--- src/rtl/enable_receiver_pkg.sv ---
// Shared defaults for the enable_receiver slice. Each FIFO entry packs A into the
// upper DATA_W bits and B into the lower DATA_W bits.
package enable_receiver_pkg;

   localparam int DEF_DATA_W = 4;
   localparam int DEF_DEPTH  = 4;
   localparam int DEF_CNT_W  = 8;

endpackage

--- src/rtl/enable_fifo.sv ---
// Generic first-word fall-through synchronous FIFO with an explicit occupancy counter.
// The head word is read combinationally from registered storage and reads as 0 when empty.
module enable_fifo #(
   parameter int W     = 8,
   parameter int DEPTH = 4
) (
   input  logic                     clk,
   input  logic                     rst_n,
   input  logic                     push,
   input  logic                     pop,
   input  logic [W-1:0]             din,
   output logic [W-1:0]             dout,
   output logic                     full,
   output logic                     empty,
   output logic [$clog2(DEPTH):0]   level
);

   localparam int AW = $clog2(DEPTH);

   logic [W-1:0]  r_mem [DEPTH];
   logic [AW-1:0] r_wr_ptr;
   logic [AW-1:0] r_rd_ptr;
   logic [AW:0]   r_level;
   logic          w_push_ok;
   logic          w_pop_ok;

   // A push into a full FIFO is accepted only when a pop frees the head slot in the same cycle.
   assign w_pop_ok  = pop && !empty;
   assign w_push_ok = push && (!full || w_pop_ok);

   assign full  = (r_level == (AW+1)'(DEPTH));
   assign empty = (r_level == '0);
   assign level = r_level;
   assign dout  = empty ? '0 : r_mem[r_rd_ptr];

   always_ff @(posedge clk) begin
      if (w_push_ok) begin
         r_mem[r_wr_ptr] <= din;
      end
   end

   always_ff @(posedge clk) begin
      if (!rst_n) begin
         r_wr_ptr <= '0;
         r_rd_ptr <= '0;
         r_level  <= '0;
      end else begin
         if (w_push_ok) begin
            r_wr_ptr <= r_wr_ptr + AW'(1);
         end
         if (w_pop_ok) begin
            r_rd_ptr <= r_rd_ptr + AW'(1);
         end
         case ({w_push_ok, w_pop_ok})
            2'b10:   r_level <= r_level + (AW+1)'(1);
            2'b01:   r_level <= r_level - (AW+1)'(1);
            default: r_level <= r_level;
         endcase
      end
   end

endmodule

--- src/rtl/enable_receiver.sv ---
// Receiver for the gated nibble interface: captures {A_in,B_in} into a FIFO, counts overflow drops.
// Define ENAB_EDGE_CAPTURE_EN to capture only on the rising edge of enab instead of every enab-high cycle.
module enable_receiver
   import enable_receiver_pkg::*;
#(
   parameter int DATA_W = DEF_DATA_W,
   parameter int DEPTH  = DEF_DEPTH,
   parameter int CNT_W  = DEF_CNT_W
) (
   input  logic                   clk,
   input  logic                   rst_n,
   input  logic                   enab,
   input  logic [DATA_W-1:0]      A_in,
   input  logic [DATA_W-1:0]      B_in,
   input  logic                   out_ready,
   output logic                   out_valid,
   output logic [DATA_W-1:0]      A_out,
   output logic [DATA_W-1:0]      B_out,
   output logic [$clog2(DEPTH):0] level,
   output logic                   full,
   output logic                   empty,
   output logic [CNT_W-1:0]       drop_cnt
);

   logic                  w_capture;
   logic                  w_pop;
   logic                  w_drop;
   logic                  w_full;
   logic                  w_empty;
   logic [2*DATA_W-1:0]   w_head;
   logic [CNT_W-1:0]      r_drop_cnt;

`ifdef ENAB_EDGE_CAPTURE_EN
   logic r_enab_q;

   always_ff @(posedge clk) begin
      if (!rst_n) begin
         r_enab_q <= 1'b0;
      end else begin
         r_enab_q <= enab;
      end
   end

   assign w_capture = enab && !r_enab_q;
`else
   assign w_capture = enab;
`endif

   assign w_pop  = !w_empty && out_ready;
   // A capture is lost only when the FIFO is full and no pop makes room this cycle.
   assign w_drop = w_capture && w_full && !w_pop;

   enable_fifo #(
      .W     (2*DATA_W),
      .DEPTH (DEPTH)
   ) u_fifo (
      .clk   (clk),
      .rst_n (rst_n),
      .push  (w_capture),
      .pop   (w_pop),
      .din   ({A_in, B_in}),
      .dout  (w_head),
      .full  (w_full),
      .empty (w_empty),
      .level (level)
   );

   always_ff @(posedge clk) begin
      if (!rst_n) begin
         r_drop_cnt <= '0;
      end else if (w_drop && (r_drop_cnt != '1)) begin
         r_drop_cnt <= r_drop_cnt + CNT_W'(1);
      end else begin
         r_drop_cnt <= r_drop_cnt;
      end
   end

   assign out_valid = !w_empty;
   assign A_out     = w_head[2*DATA_W-1:DATA_W];
   assign B_out     = w_head[DATA_W-1:0];
   assign full      = w_full;
   assign empty     = w_empty;
   assign drop_cnt  = r_drop_cnt;

endmodule

--- config.mk ---
export PLATFORM = sky130hd
export DESIGN_NAME = enable_receiver
export DESIGN_NICKNAME = d
export VERILOG_FILES = /design/src/rtl/enable_receiver_pkg.sv /design/src/rtl/enable_fifo.sv /design/src/rtl/enable_receiver.sv
export SDC_FILE = /design/constraint.sdc
export NUM_CORES = 1
export LEC_CHECK = 0
export CAP_MARGIN = 0
export CORE_UTILIZATION = 49
export CTS_BUF_LIST = sky130_fd_sc_hd__clkbuf_2
export DETAILED_ROUTE_END_ITERATION = 10
export PLACE_DENSITY_LB_ADDON = 0.2
export SETUP_SLACK_MARGIN = 0.5
export SKIP_CTS_REPAIR_TIMING = 1
export SLEW_MARGIN = 15
export SYNTH_ARGS = -nofsm -noshare
export SYNTH_HDL_FRONTEND = slang
export SYNTH_SLANG_ARGS = --single-unit
--- constraint.sdc ---
create_clock -name clk -period 2.1 [get_ports clk]
set_clock_uncertainty 0.2 [all_clocks]
set_input_delay 0.42 -clock clk [delete_from_list [all_inputs] [get_ports clk]]
set_output_delay 0.42 -clock clk [all_outputs]
set_load 0.03 [all_outputs]
# After elaboration in Yosys (flattened, before gate mapping)
# Memories as Yosys holds them, arrays and structs flattened. A register that Yosys moved wholly into a read port is not among the register bits.
# Cells that the tools add are included.
[op_classes]
n_addsub = 5
mul = 0
div = 0
n_lt_le_gt_ge = 0
n_eq_ne = 4
n_shift = 0
mux = 6
bitwise_logic = 0
n_reduce_logical = 12
[op_table]
columns = ["operator", "count"]
rows = [
  ["$add 8x1->8 const B", 1],
  ["$mux 8", 1],
  ["$ne 8x8->1 const B", 1],
  ["$logic_and 1x1->1", 6],
  ["$pmux 3 s2", 1],
  ["$add 2x1->2 const B", 2],
  ["$mux 2", 2],
  ["$add 3x1->3 const B", 1],
  ["$eq 3x3->1 const B", 1],
  ["$logic_not 1->1", 3],
  ["$logic_not 3->1", 1],
  ["$sub 3x1->3 const B", 1],
  ["$eq 2x1->1 const B", 1],
  ["$eq 2x2->1 const B", 1],
  ["$mux 1", 2],
  ["$reduce_bool 2->1", 1],
  ["$logic_or 1x1->1", 1],
]
[totals]
register_bits = 15
latch_bits = 0
ramBits = 32
romBits = 0
input_bits = 12
out_inout_bits = 22
wordCells = 32
mem_count = 1
[memory_table]
columns = ["name", "depth", "word_bits", "read_ports", "rd_clocked_by_memory_dff", "write_ports", "line_no", "rtl"]
rows = [
  ["u_fifo.r_mem", 4, 8, 1, 1, 1, "enable_fifo.sv:20", "logic [W-1:0] r_mem [DEPTH];"],
]

# Logic depth before layout (Yosys ltp)
[depth]
depth_word = 8
mapped_depth = 9
mapped_depth_nobuf = 9

# Hierarchy
# From an unflattened synthesis, not the netlist that was laid out.
[hier_totals]
cells_unflattened = 153
area_unflattened_um2 = 2150.8
[by_module_without_submodules]
columns = ["mod", "n_inst", "cells_per_inst", "area_per_inst_um2", "seq_area_each_um2"]
rows = [
  ["enable_fifo", 1, 105, 1707.9, 1141.1],
  ["enable_receiver", 1, 48, 442.9, 160.2],
]

# Worst setup path after synthesis
# OpenSTA, ideal clock, no wires.
[synth_timing]
kind = "flip-flop to flip-flop"
start = "register u_fifo.r_level[2], in the netlist u_fifo.level[2]"
end = "register u_fifo.r_level[2], in the netlist u_fifo.level[2]"
setup_time_ns = 0.070
arrival_time_ns = 2.211
required_time_ns = 1.830
setup_slack_ns = -0.381
path_stages_with_launch = 10
path_buffers = 0
cell_sequence = "dfxtp_1 > nor4b_2 > nor2_1 > inv_1 > ha_1 > inv_1 > fa_1 > xor2_1 > or3_1 > a21oi_1"
[synth_between]
elab_chain_cells = 8
elab_cells_between_ends = 14
cone_classes = "add/sub: 2; eq/ne: 3; mux: 1; reduce/logical: 8"
[synth_rtl]
columns = ["element", "line_no", "rtl"]
rows = [
  ["start, declared", "enable_fifo.sv:23", "logic [AW:0] r_level;"],
  ["start signal, assigned", "enable_fifo.sv:55", "2'b10: r_level <= r_level + (AW+1)'(1);"],
  ["start signal, assigned", "enable_fifo.sv:56", "2'b01: r_level <= r_level - (AW+1)'(1);"],
  ["start signal, assigned", "enable_fifo.sv:57", "default: r_level <= r_level;"],
  ["$logic_not 3->1", "enable_fifo.sv:32", "assign empty = (r_level == '0);"],
  ["$logic_not 1->1", "enable_fifo.sv:28, enable_receiver.sv:49", ""],
  ["$logic_and 1x1->1", "enable_receiver.sv:49", "assign w_pop = !w_empty && out_ready;"],
  ["$logic_and 1x1->1", "enable_fifo.sv:28", "assign w_pop_ok = pop && !empty;"],
  ["$logic_or 1x1->1", "enable_fifo.sv:29", "assign w_push_ok = push && (!full || w_pop_ok);"],
  ["$logic_and 1x1->1", "enable_fifo.sv:29", ""],
  ["$eq 2x1->1 / $eq 2x2->1 (equally long branches)", "enable_fifo.sv:54", "case ({w_push_ok, w_pop_ok})"],
  ["$pmux 3 s2 / $reduce_bool 2->1 (equally long branches)", "--", ""],
]
# Parallel ways exist; a longest one is shown, timed or not.
# A chain may end at the register's enable or synchronous reset.

==> flow_metrics.tcl <==
set metrics [dict create \
    yosysWarnings 0 \
    worstPathRequired_ns 1.48 \
    grt_pass1_wl_mm 6.561 \
    wl_per_cell_um 17.95 \
    htree_levels 2 \
    setup_violations 11 \
    synth.most_common_cell "edfxtp_1" \
    hold_class "reg2reg" \
    cp-end-kind "primary output" \
    area.sequential_um2 1341 \
    dr.pass1.iters 4 \
    hold_start "u_fifo.r_rd_ptr[1]" \
    status "complete, but fails checks" \
    place.detailed.hpwl_mm 3.017 \
    clkTransAtPathRegs_ns 0.25 \
    vias 1440 \
    clock_latency_ns 0.44 \
    worst_pin_slew_ns 0.5333 \
    io_pins 34 \
    worst_ep_arrival_time_ns 1.77 \
    maxSlewViolCount 0 \
    p_leak_nw 1.129 \
    synth_area_leaders "edfxtp_1, dfxtp_1, mux4_2" \
    antenna_found_initial 0 \
    rsz0062_at_grt "yes" \
    cts_root_buffer "clkbuf_2" \
    ys_async_sr_fraction 0 \
    ir_worst_vdd_mv 0.9566 \
    place_inst 243 \
    yosys-top-cells-count "edfxtp_1, dfxtp_1, nor2_1" \
    synth_top_family_by_area "simple AND/OR/NAND/NOR gates" \
    synth_mux_area_frac 0.09201 \
    drive_gt1_frac 0.5721 \
    drtIter0Drc 74 \
    synth_seq_cells 49 \
    seq_area_frac_synth 0.6295 \
    grtUsageMet1 0.2083 \
    drc 0 \
    grt_max_degree 17 \
    post_synth_num_cell_types 31 \
    reg2reg_setup_slack_ns -0.14 \
    finalCritPeriodShare 1.140 \
    synth-compound-area-share 0.05145 \
    rows 23 \
    power_per_cell_area_nw_per_um2 1086 \
    cts_tree "yes" \
    clockBufferDepth 2 \
    dieHeight_um 66.95 \
    die_area_um2 4482 \
    cts_buffers 5 \
    syn-num-nets 165 \
    top_usage_layer "met2" \
    synth_top_area_frac 0.4649 \
    antenna_cells 0 \
    grt_usage 0.2087 \
    r2r_start "u_fifo.level[0]" \
    worst-path-max-fanout 8 \
    syn_inst 146 \
    gp_congestion 0.8153 \
    startpoint_type "flop" \
    avgViaCountPerCell 5.434 \
    crit_type "reg2out" \
    hold_viol_final 0 \
    period_minus_slack_ns 2.395 \
    initial_core_util 0.5130 \
    fin_nets 233 \
    first_global_vias 1394 \
    grt_use_met3 0.04795 \
    synthAdderAreaFrac 0.04600 \
    die_w_um 66.95 \
    grtUsageMet2 0.4154 \
    numPortBuffers 33 \
    total_power_mw 3.325 \
    synth-edff-count 32 \
    synth_top_cell_by_area "edfxtp_1" \
    cap_violations 0 \
    syn-mean-instance-area_um2 14.16 \
    layoutNonFillerInstCount 265 \
    grt_overflow 0 \
    synth_ff_type "edfxtp_1" \
    syn-cell-area_um2 2067 \
    wl_mm 4.757 \
    fmax_ghz 0.4176 \
    r2r_cells 8 \
    setup_slack_ns -0.2947 \
    multi_input_area_um2 892.1 \
    area_growth_pct 48.18 \
    failed_checks "setup timing" \
    synthSimpleGateAreaFrac 0.1259 \
    r2r_end "u_fifo.level[2]" \
    clock_sinks 49 \
    hold_path_depth 2 \
    core-area_um2 4029 \
    maxSlewHeadroom 0.6441 \
    fillers 261 \
    ant_nets 0 \
    synth-xor-area-share 0.02966 \
]
-- layer usage --
| metal | up-vias | share of wire |
|---|---|---|
| met5 | - | 0 |
| met1 | 719 | 0.38 |
| met3 | 8 | 0.036 |
| li1 | 678 | - |
| met4 | 0 | 0.010 |
| met2 | 35 | 0.58 |
-- cell families (layout without fill, tap and decap cells) --
logic type,after synthesis,after routing
compound gates,16,16
xor+xnor,7,7
fa+ha+maj,7,7
buf+inv,14,82
flops,49,49
mux,9,9
simple gates,44,45
-- report_power, final --
group | switching (mW) | total [mW] | internal (mW)
clock | 0.317 | 0.402 | 0.0842
sequential | 0.0900 | 1.22 | 1.13
combinational | 0.799 | 1.70 | 0.903
total | 1.21 | 3.33 | 2.12
-- through the flow --
step | TNS (ns) | area (um2) | setup WS [ns] | hold WS [ns] | utilization
final | -2.640 | 3063 | -0.2947 | 0.3470 | 0.7602
after global routing | -3.563 | 3063 | -0.3700 | 0.3501 | 0.7602
after CTS | -9.156 | 2759 | -0.8079 | 0.3216 | 0.6848
after detailed placement | -15.30 | 2713 | -0.6919 | 0.2949 | 0.6733
after global placement | -13.17 | 2713 | -0.5762 | 0.2792 | 0.6733
after floorplan | -0.1328 | 2191 | -0.1328 | 0.2847 | -
-- cells in the final DEF (no fill, tap or decap), types with 2 or more instances in the layout --
| cell type | n |
|---|---|
| o21ai_0 | 2 |
| inv_2 | 2 |
| nor2_1 | 10 |
| mux4_2 | 8 |
| edfxtp_1 | 32 |
| dfxtp_4 | 10 |
| nand3_1 | 3 |
| buf_6 | 37 |
| clkdlybuf4s50_1 | 10 |
| ha_4 | 2 |
| buf_12 | 2 |
| or3_1 | 2 |
| clkinvlp_4 | 2 |
| dfxtp_2 | 2 |
| or4_4 | 2 |
| a21oi_2 | 4 |
| nand3_2 | 2 |
| inv_4 | 2 |
| xor2_1 | 5 |
| buf_4 | 14 |
| nor2_2 | 2 |
| clkbuf_2 | 5 |
| dfxtp_1 | 5 |
| and3_4 | 5 |
| inv_1 | 5 |
| a21oi_1 | 4 |
| and2_4 | 9 |
| nand2_1 | 3 |
| ha_1 | 4 |
| or3_4 | 3 |
-- flip-flops by register name, summed over array words and instances, names as in the netlist, named ones only --
name and cells:
drop_cnt 8, u_fifo.r_rd_ptr 2, u_fifo.r_wr_ptr 2, u_fifo.level 3, u_fifo.r_mem 32
-- cell type report --
class                   instances  area share
repair buffers                 64      0.2202
well taps                      50     0.02042
clock buffers                   5    0.008170
inverters                      10     0.01511
flip-flops and latches         49      0.4379
multi-input cells              84      0.2913
clock inverters                 3    0.006944
-- worst max-delay path by stage --
stage               startpoint               to  slack (ns)  cells after the start
finish                    flop         B_out[1]       -0.29                      4
global route              flop         B_out[1]       -0.37                      4
CTS                       flop         B_out[1]       -0.81                      4
detailed placement   out_ready  u_fifo.level[2]       -0.69                     10
global placement     out_ready  u_fifo.level[2]       -0.58                     10
floorplan            out_ready  u_fifo.level[2]       -0.13                      9
-- critical path, cell delays in order, from the launching register on --
cell     delay [ns]
dfxtp_2        0.40
buf_12         0.14
mux4_2         0.51
and2_4         0.15
buf_6          0.13
(Power assumes the default switching activity.)
